File: src/rtl/param_def.sv
// Shared datapath width definitions for the result path.
`ifndef PARAM_DEF_SV
`define PARAM_DEF_SV
`define MAC_BW 8
`endif

File: src/rtl/result_merge.sv
`include "param_def.sv"
`default_nettype none
// ============================================================================
//  Module      : result_merge
//  Description : Reorders MAC / NL results back into issue order via a tag FIFO.
//  Revision    : 1.0 - initial release
// ============================================================================
module result_merge #(
  parameter int LANES = 64,
  parameter int DEPTH = 4
) (
  input  logic                      clk,
  input  logic                      rst_n,
  input  logic                      issue_valid,
  input  logic [1:0]                issue_mode,
  output logic                      issue_ready,
  input  logic                      mac_valid,
  input  logic [`MAC_BW*LANES-1:0]  mac_res,
  output logic                      mac_ready,
  input  logic                      nl_valid,
  input  logic [`MAC_BW*LANES-1:0]  nl_res,
  output logic                      nl_ready,
  output logic [`MAC_BW*LANES-1:0]  oC,
  output logic [1:0]                o_mode,
  output logic                      o_valid,
  input  logic                      o_ready,
  output logic                      stray_err
);

  localparam int AW = $clog2(DEPTH);
  localparam int DW = `MAC_BW * LANES;
  localparam logic [AW:0] C_ONE = 1;

  logic [1:0]    tag_q [DEPTH];
  logic [AW:0]   wr_ptr_q, wr_ptr_d;
  logic [AW:0]   rd_ptr_q, rd_ptr_d;
  logic [AW:0]   mac_cnt_q, mac_cnt_d;
  logic [AW:0]   nl_cnt_q, nl_cnt_d;
  logic          mac_hv_q, nl_hv_q;
  logic [DW-1:0] mac_hd_q, nl_hd_q;
  logic          stray_q;

  logic          w_empty, w_full, w_push, w_pop;
  logic [1:0]    w_head_tag;
  logic          w_head_nl;
  logic          w_mac_fire, w_nl_fire;
  logic          w_mac_cap, w_nl_cap;
  logic          w_mac_stray, w_nl_stray;
  logic          w_mac_inc, w_mac_dec, w_nl_inc, w_nl_dec;

  // Extra pointer bit tells full (MSBs differ) from empty (all equal).
  assign w_empty    = (wr_ptr_q == rd_ptr_q);
  assign w_full     = (wr_ptr_q[AW] != rd_ptr_q[AW]) &&
                      (wr_ptr_q[AW-1:0] == rd_ptr_q[AW-1:0]);
  assign w_head_tag = tag_q[rd_ptr_q[AW-1:0]];
  assign w_head_nl  = (w_head_tag != 2'd0);

  assign issue_ready = !w_full;
  assign w_push      = issue_valid && issue_ready;

  assign o_valid = !w_empty && (w_head_nl ? nl_hv_q : mac_hv_q);
  assign w_pop   = o_valid && o_ready;
  assign oC      = o_valid ? (w_head_nl ? nl_hd_q : mac_hd_q) : '0;
  assign o_mode  = o_valid ? w_head_tag : 2'd0;

  // A hold register frees up in the same cycle its content is popped.
  assign mac_ready = !mac_hv_q || (w_pop && !w_head_nl);
  assign nl_ready  = !nl_hv_q  || (w_pop &&  w_head_nl);

  assign w_mac_fire  = mac_valid && mac_ready;
  assign w_nl_fire   = nl_valid && nl_ready;
  assign w_mac_stray = w_mac_fire && (mac_cnt_q == '0);
  assign w_nl_stray  = w_nl_fire  && (nl_cnt_q == '0);
  assign w_mac_cap   = w_mac_fire && !w_mac_stray;
  assign w_nl_cap    = w_nl_fire  && !w_nl_stray;

  assign w_mac_inc = w_push && (issue_mode == 2'd0);
  assign w_nl_inc  = w_push && (issue_mode != 2'd0);
  assign w_mac_dec = w_pop && !w_head_nl;
  assign w_nl_dec  = w_pop &&  w_head_nl;

  always_comb begin
    wr_ptr_d  = w_push ? wr_ptr_q + C_ONE : wr_ptr_q;
    rd_ptr_d  = w_pop  ? rd_ptr_q + C_ONE : rd_ptr_q;
    mac_cnt_d = mac_cnt_q;
    nl_cnt_d  = nl_cnt_q;
    if (w_mac_inc && !w_mac_dec) begin
      mac_cnt_d = mac_cnt_q + C_ONE;
    end else if (!w_mac_inc && w_mac_dec) begin
      mac_cnt_d = mac_cnt_q - C_ONE;
    end
    if (w_nl_inc && !w_nl_dec) begin
      nl_cnt_d = nl_cnt_q + C_ONE;
    end else if (!w_nl_inc && w_nl_dec) begin
      nl_cnt_d = nl_cnt_q - C_ONE;
    end
  end

  always_ff @(posedge clk or negedge rst_n) begin
    if (!rst_n) begin
      for (int i = 0; i < DEPTH; i++) begin
        tag_q[i] <= 2'd0;
      end
      wr_ptr_q  <= '0;
      rd_ptr_q  <= '0;
      mac_cnt_q <= '0;
      nl_cnt_q  <= '0;
      stray_q   <= 1'b0;
    end else begin
      if (w_push) begin
        tag_q[wr_ptr_q[AW-1:0]] <= issue_mode;
      end
      wr_ptr_q  <= wr_ptr_d;
      rd_ptr_q  <= rd_ptr_d;
      mac_cnt_q <= mac_cnt_d;
      nl_cnt_q  <= nl_cnt_d;
      if (w_mac_stray || w_nl_stray) begin
        stray_q <= 1'b1;
      end
    end
  end

  // Recapture wins over pop-clear so back-to-back results keep flowing.
  always_ff @(posedge clk or negedge rst_n) begin
    if (!rst_n) begin
      mac_hv_q <= 1'b0;
      mac_hd_q <= '0;
      nl_hv_q  <= 1'b0;
      nl_hd_q  <= '0;
    end else begin
      if (w_mac_cap) begin
        mac_hv_q <= 1'b1;
        mac_hd_q <= mac_res;
      end else if (w_mac_dec) begin
        mac_hv_q <= 1'b0;
      end
      if (w_nl_cap) begin
        nl_hv_q <= 1'b1;
        nl_hd_q <= nl_res;
      end else if (w_nl_dec) begin
        nl_hv_q <= 1'b0;
      end
    end
  end

  assign stray_err = stray_q;

endmodule
`default_nettype wire

File: config.mk
export PLATFORM = sky130hd
export DESIGN_NAME = result_merge
export DESIGN_NICKNAME = d
export VERILOG_FILES = /design/src/rtl/result_merge.sv
export VERILOG_INCLUDE_DIRS = /design/src /design/src/rtl
export SDC_FILE = /design/constraint.sdc
export NUM_CORES = 2
export LEC_CHECK = 0
export BUFFER_PORTS_ARGS = -buffer_cell sky130_fd_sc_hd__buf_2
export CORE_AREA = 8 8 593 595
export CTS_CLUSTER_SIZE = 14
export DETAILED_ROUTE_END_ITERATION = 8
export DIE_AREA = 0 0 601 603
export PLACE_DENSITY = 0.33
export SKIP_CTS_REPAIR_TIMING = 1
export SLEW_MARGIN = 20
export SYNTH_ARGS = -nofsm -noshare
export SYNTH_HDL_FRONTEND = slang
export SYNTH_SLANG_ARGS = --single-unit
File: constraint.sdc
create_clock -name clk -period 5.7 [get_ports clk]
set_input_delay 1.14 -clock clk [delete_from_list [all_inputs] [get_ports clk]]
set_output_delay 1.14 -clock clk [all_outputs]
set_load 0.02 [all_outputs]
==> results.toml <==
[sta]
period_needed_ns = 5.59
fin_crit_sh_pct = 98.0
setup_violations = 0
setup_slack_ns = 0.113
drv_slew = 0
worst_pin_slew_ns = 1.34
skew_ns = 0.0764
max_clock_freq_mhz = 179
hold_slack_ns = 0.330
finalHoldViolCount = 0
slew_headroom_pct = 10.7

[worst_setup_path]
critical_path_arrival_ns = 4.45
critPathMaxFanout = 121
crit_buf_inv = 2
crit_type = "reg -> out"
crit_family = "simple AND/OR/NAND/NOR gates"
slowest_delay_ns = 0.67
path_cells = "mux4_2 > or2_4 > buf_12 > nand2_1 > a21oi_1 > buf_2"
crit_required_ns = 4.56
endpoint_kind = "output port"
crit_path_start_kind = "register"
slowest_stage = "a21oi_1"

[synthesis]
syn-cell-area_um2 = 46400
synth-main-ff-cell = "dfrtp_1"
synth.most_common_cell = "dfrtp_1"
synth_common_cells = "dfrtp_1 (1047), nand2_1 (1037), mux2_2 (555), a21oi_1 (513), mux2_1 (480)"
synth_enable_flop_cells = 0
ys_ff_latch = 1047
synth_warnings = 0
ys_types = 30
syn_inst = 3977
synthArstFlopShare_pct = 100
syn-num-nets = 5018
synth.area.top_cells = "dfrtp_1 (56%), mux2_2 (13%), mux2_1 (12%), nand2_1 (8.4%), a21oi_1 (5.5%)"
synth_top_cell_area_share_pct = 56.5
yosys.area.top_type = "dfrtp_1"
avgSynthCellArea_um2 = 11.7
yosysSeqAreaShare_pct = 56.5

[clock_network]
cts_tree = "built"
clk_pin_slew_ns = 0.06
cts_max_level = 4
cts_buffers = 146
cts_sinks = 1047
cts_root_buffer = "clkbuf_16"
cts_buffer_depth = 4
clkLatencyLatePin_ns = 0.84

[placement]
hpwl_um = 253000
dpl_cell_area_um2 = 59500
gp_congestion = 0.995
portBuffers = 1550
place_worst_setup_slack_ns = 0.609

[final_layout]
drive_gt1_share_pct = 43.7
design_area_um2 = 64600
fin_nets = 6545
areaGrowthSynthToFinish_pct = 39.2
fillers = 38100

[global_routing]
grt_pass1_wl_um = 414000
track_usage_pct = 16.6
grt_max_degree = 131
grt_pass1_vias = 41300
overflow = 0
antenna_found_initial = 265

[die]
io_pins = 1551
die_x_um = 601
chipHeight_um = 603
die_area_um2 = 362000
initial_core_util_pct = 13.6
coreArea_um2 = 342000
row_count = 215

[detailed_routing]
wl_um = 314000
vias = 39900
avgRoutedWirePerCell_um = 30.8
post-route-drc-count = 0
drt-initial-drc-count = 3115
ant_nets = 0
firstDrtPassIters = 6
via_per_inst = 3.91

[hold_path]
hold_class = "in -> async"

[outcome]
status = "completed"

[run]
drv_cap = 0
layout by cell type, fill, tap and decap left out, drive strengths merged:
master and count:
nor3 3, buf 1663, nand2 1037, nand3 3
clkinv 17, or2 2, fa 2, clkinvlp 2
nor3b 1, a21oi 514, mux4 2, ha 7
xor2 6, o22ai 1, nand4 2, nand2b 2
diode 45, and2 3, inv 13, bufinv 11
mux2i 1, clkbuf 213, nor2 8, xnor2 7
a31oi 1, nand3b 1, mux2 1035, o21ai 2
dfrtp 1047
cell families after synthesis:
family                     count (synthesis)  synth area share (%)
adders and majority gates                  9                 0.275
DFF                                     1047                  56.5
xor gates and xnor gates                  13                 0.245
and+or+nand+nor                         1062                  8.67
muxes                                   1038                  25.2
buffers and inverters                    290                  3.47
AOI/OAI and AO/OA                        518                  5.62
routing by layer:
layer	up-vias	global-route usage, %	share of wire (%)
met5	-	0	0.22
met4	104	4.38	3.4
met3	749	4.85	7.0
met2	1806	28.2	48
met1	20600	20.6	42
li1	16700	-	-
final cells by class:
cell class	count	area (µm²)	area share, %
diodes	45	113	0.174
clock buffers	213	4260	6.59
flip-flops and latches	1047	26200	40.6
repair buffers	1663	9060	14.0
inverters	6	22.5	0.0349
clock inverters	37	573	0.887
multi-input cells	2640	18600	28.9
well taps	4557	5700	8.83
per-stage QoR:
step	setup TNS, ns	util [%]	std cells
global route	-0.00275	18.9	10200
detailed placement	0	17.4	9908
finish	0	18.9	10200
floorplan	0	-	3977
CTS	-0.995	18.8	10200
global placement	0	17.4	9908
sequential cells by signal (all words and copies together) (netlist names):
register   cells
mac_cnt_q      3
mac_hd_q     512
mac_hv_q       1
nl_cnt_q       3
nl_hd_q      512
nl_hv_q        1
rd_ptr_q       3
stray_err      1
tag_q          8
wr_ptr_q       3
worst paths after layout:
kind,endpoint,slack [ns],startpoint,depth (start not counted)
setup reg to reg,mac_hd_q[441]$_DFFE_PN0P_,1.75,rd_ptr_q[0]$_DFFE_PN0N_,8
hold / removal,nl_hd_q[11]$_DFFE_PN0P_,0.33,rst_n,1
min in group clk,mac_cnt_q[2]$_DFFE_PN0P_,0.47,mac_cnt_q[2]$_DFFE_PN0P_,1
hold reg to reg,mac_cnt_q[2]$_DFFE_PN0P_,0.47,mac_cnt_q[2]$_DFFE_PN0P_,1
max in group asynchronous,nl_hd_q[439]$_DFFE_PN0P_,3.82,rst_n,3
setup / recovery,oC[347],0.11,rd_ptr_q[0]$_DFFE_PN0N_,6
Power is not shown: default switching activity piles up to over one toggle a cycle in this logic, so the estimate is an artifact.
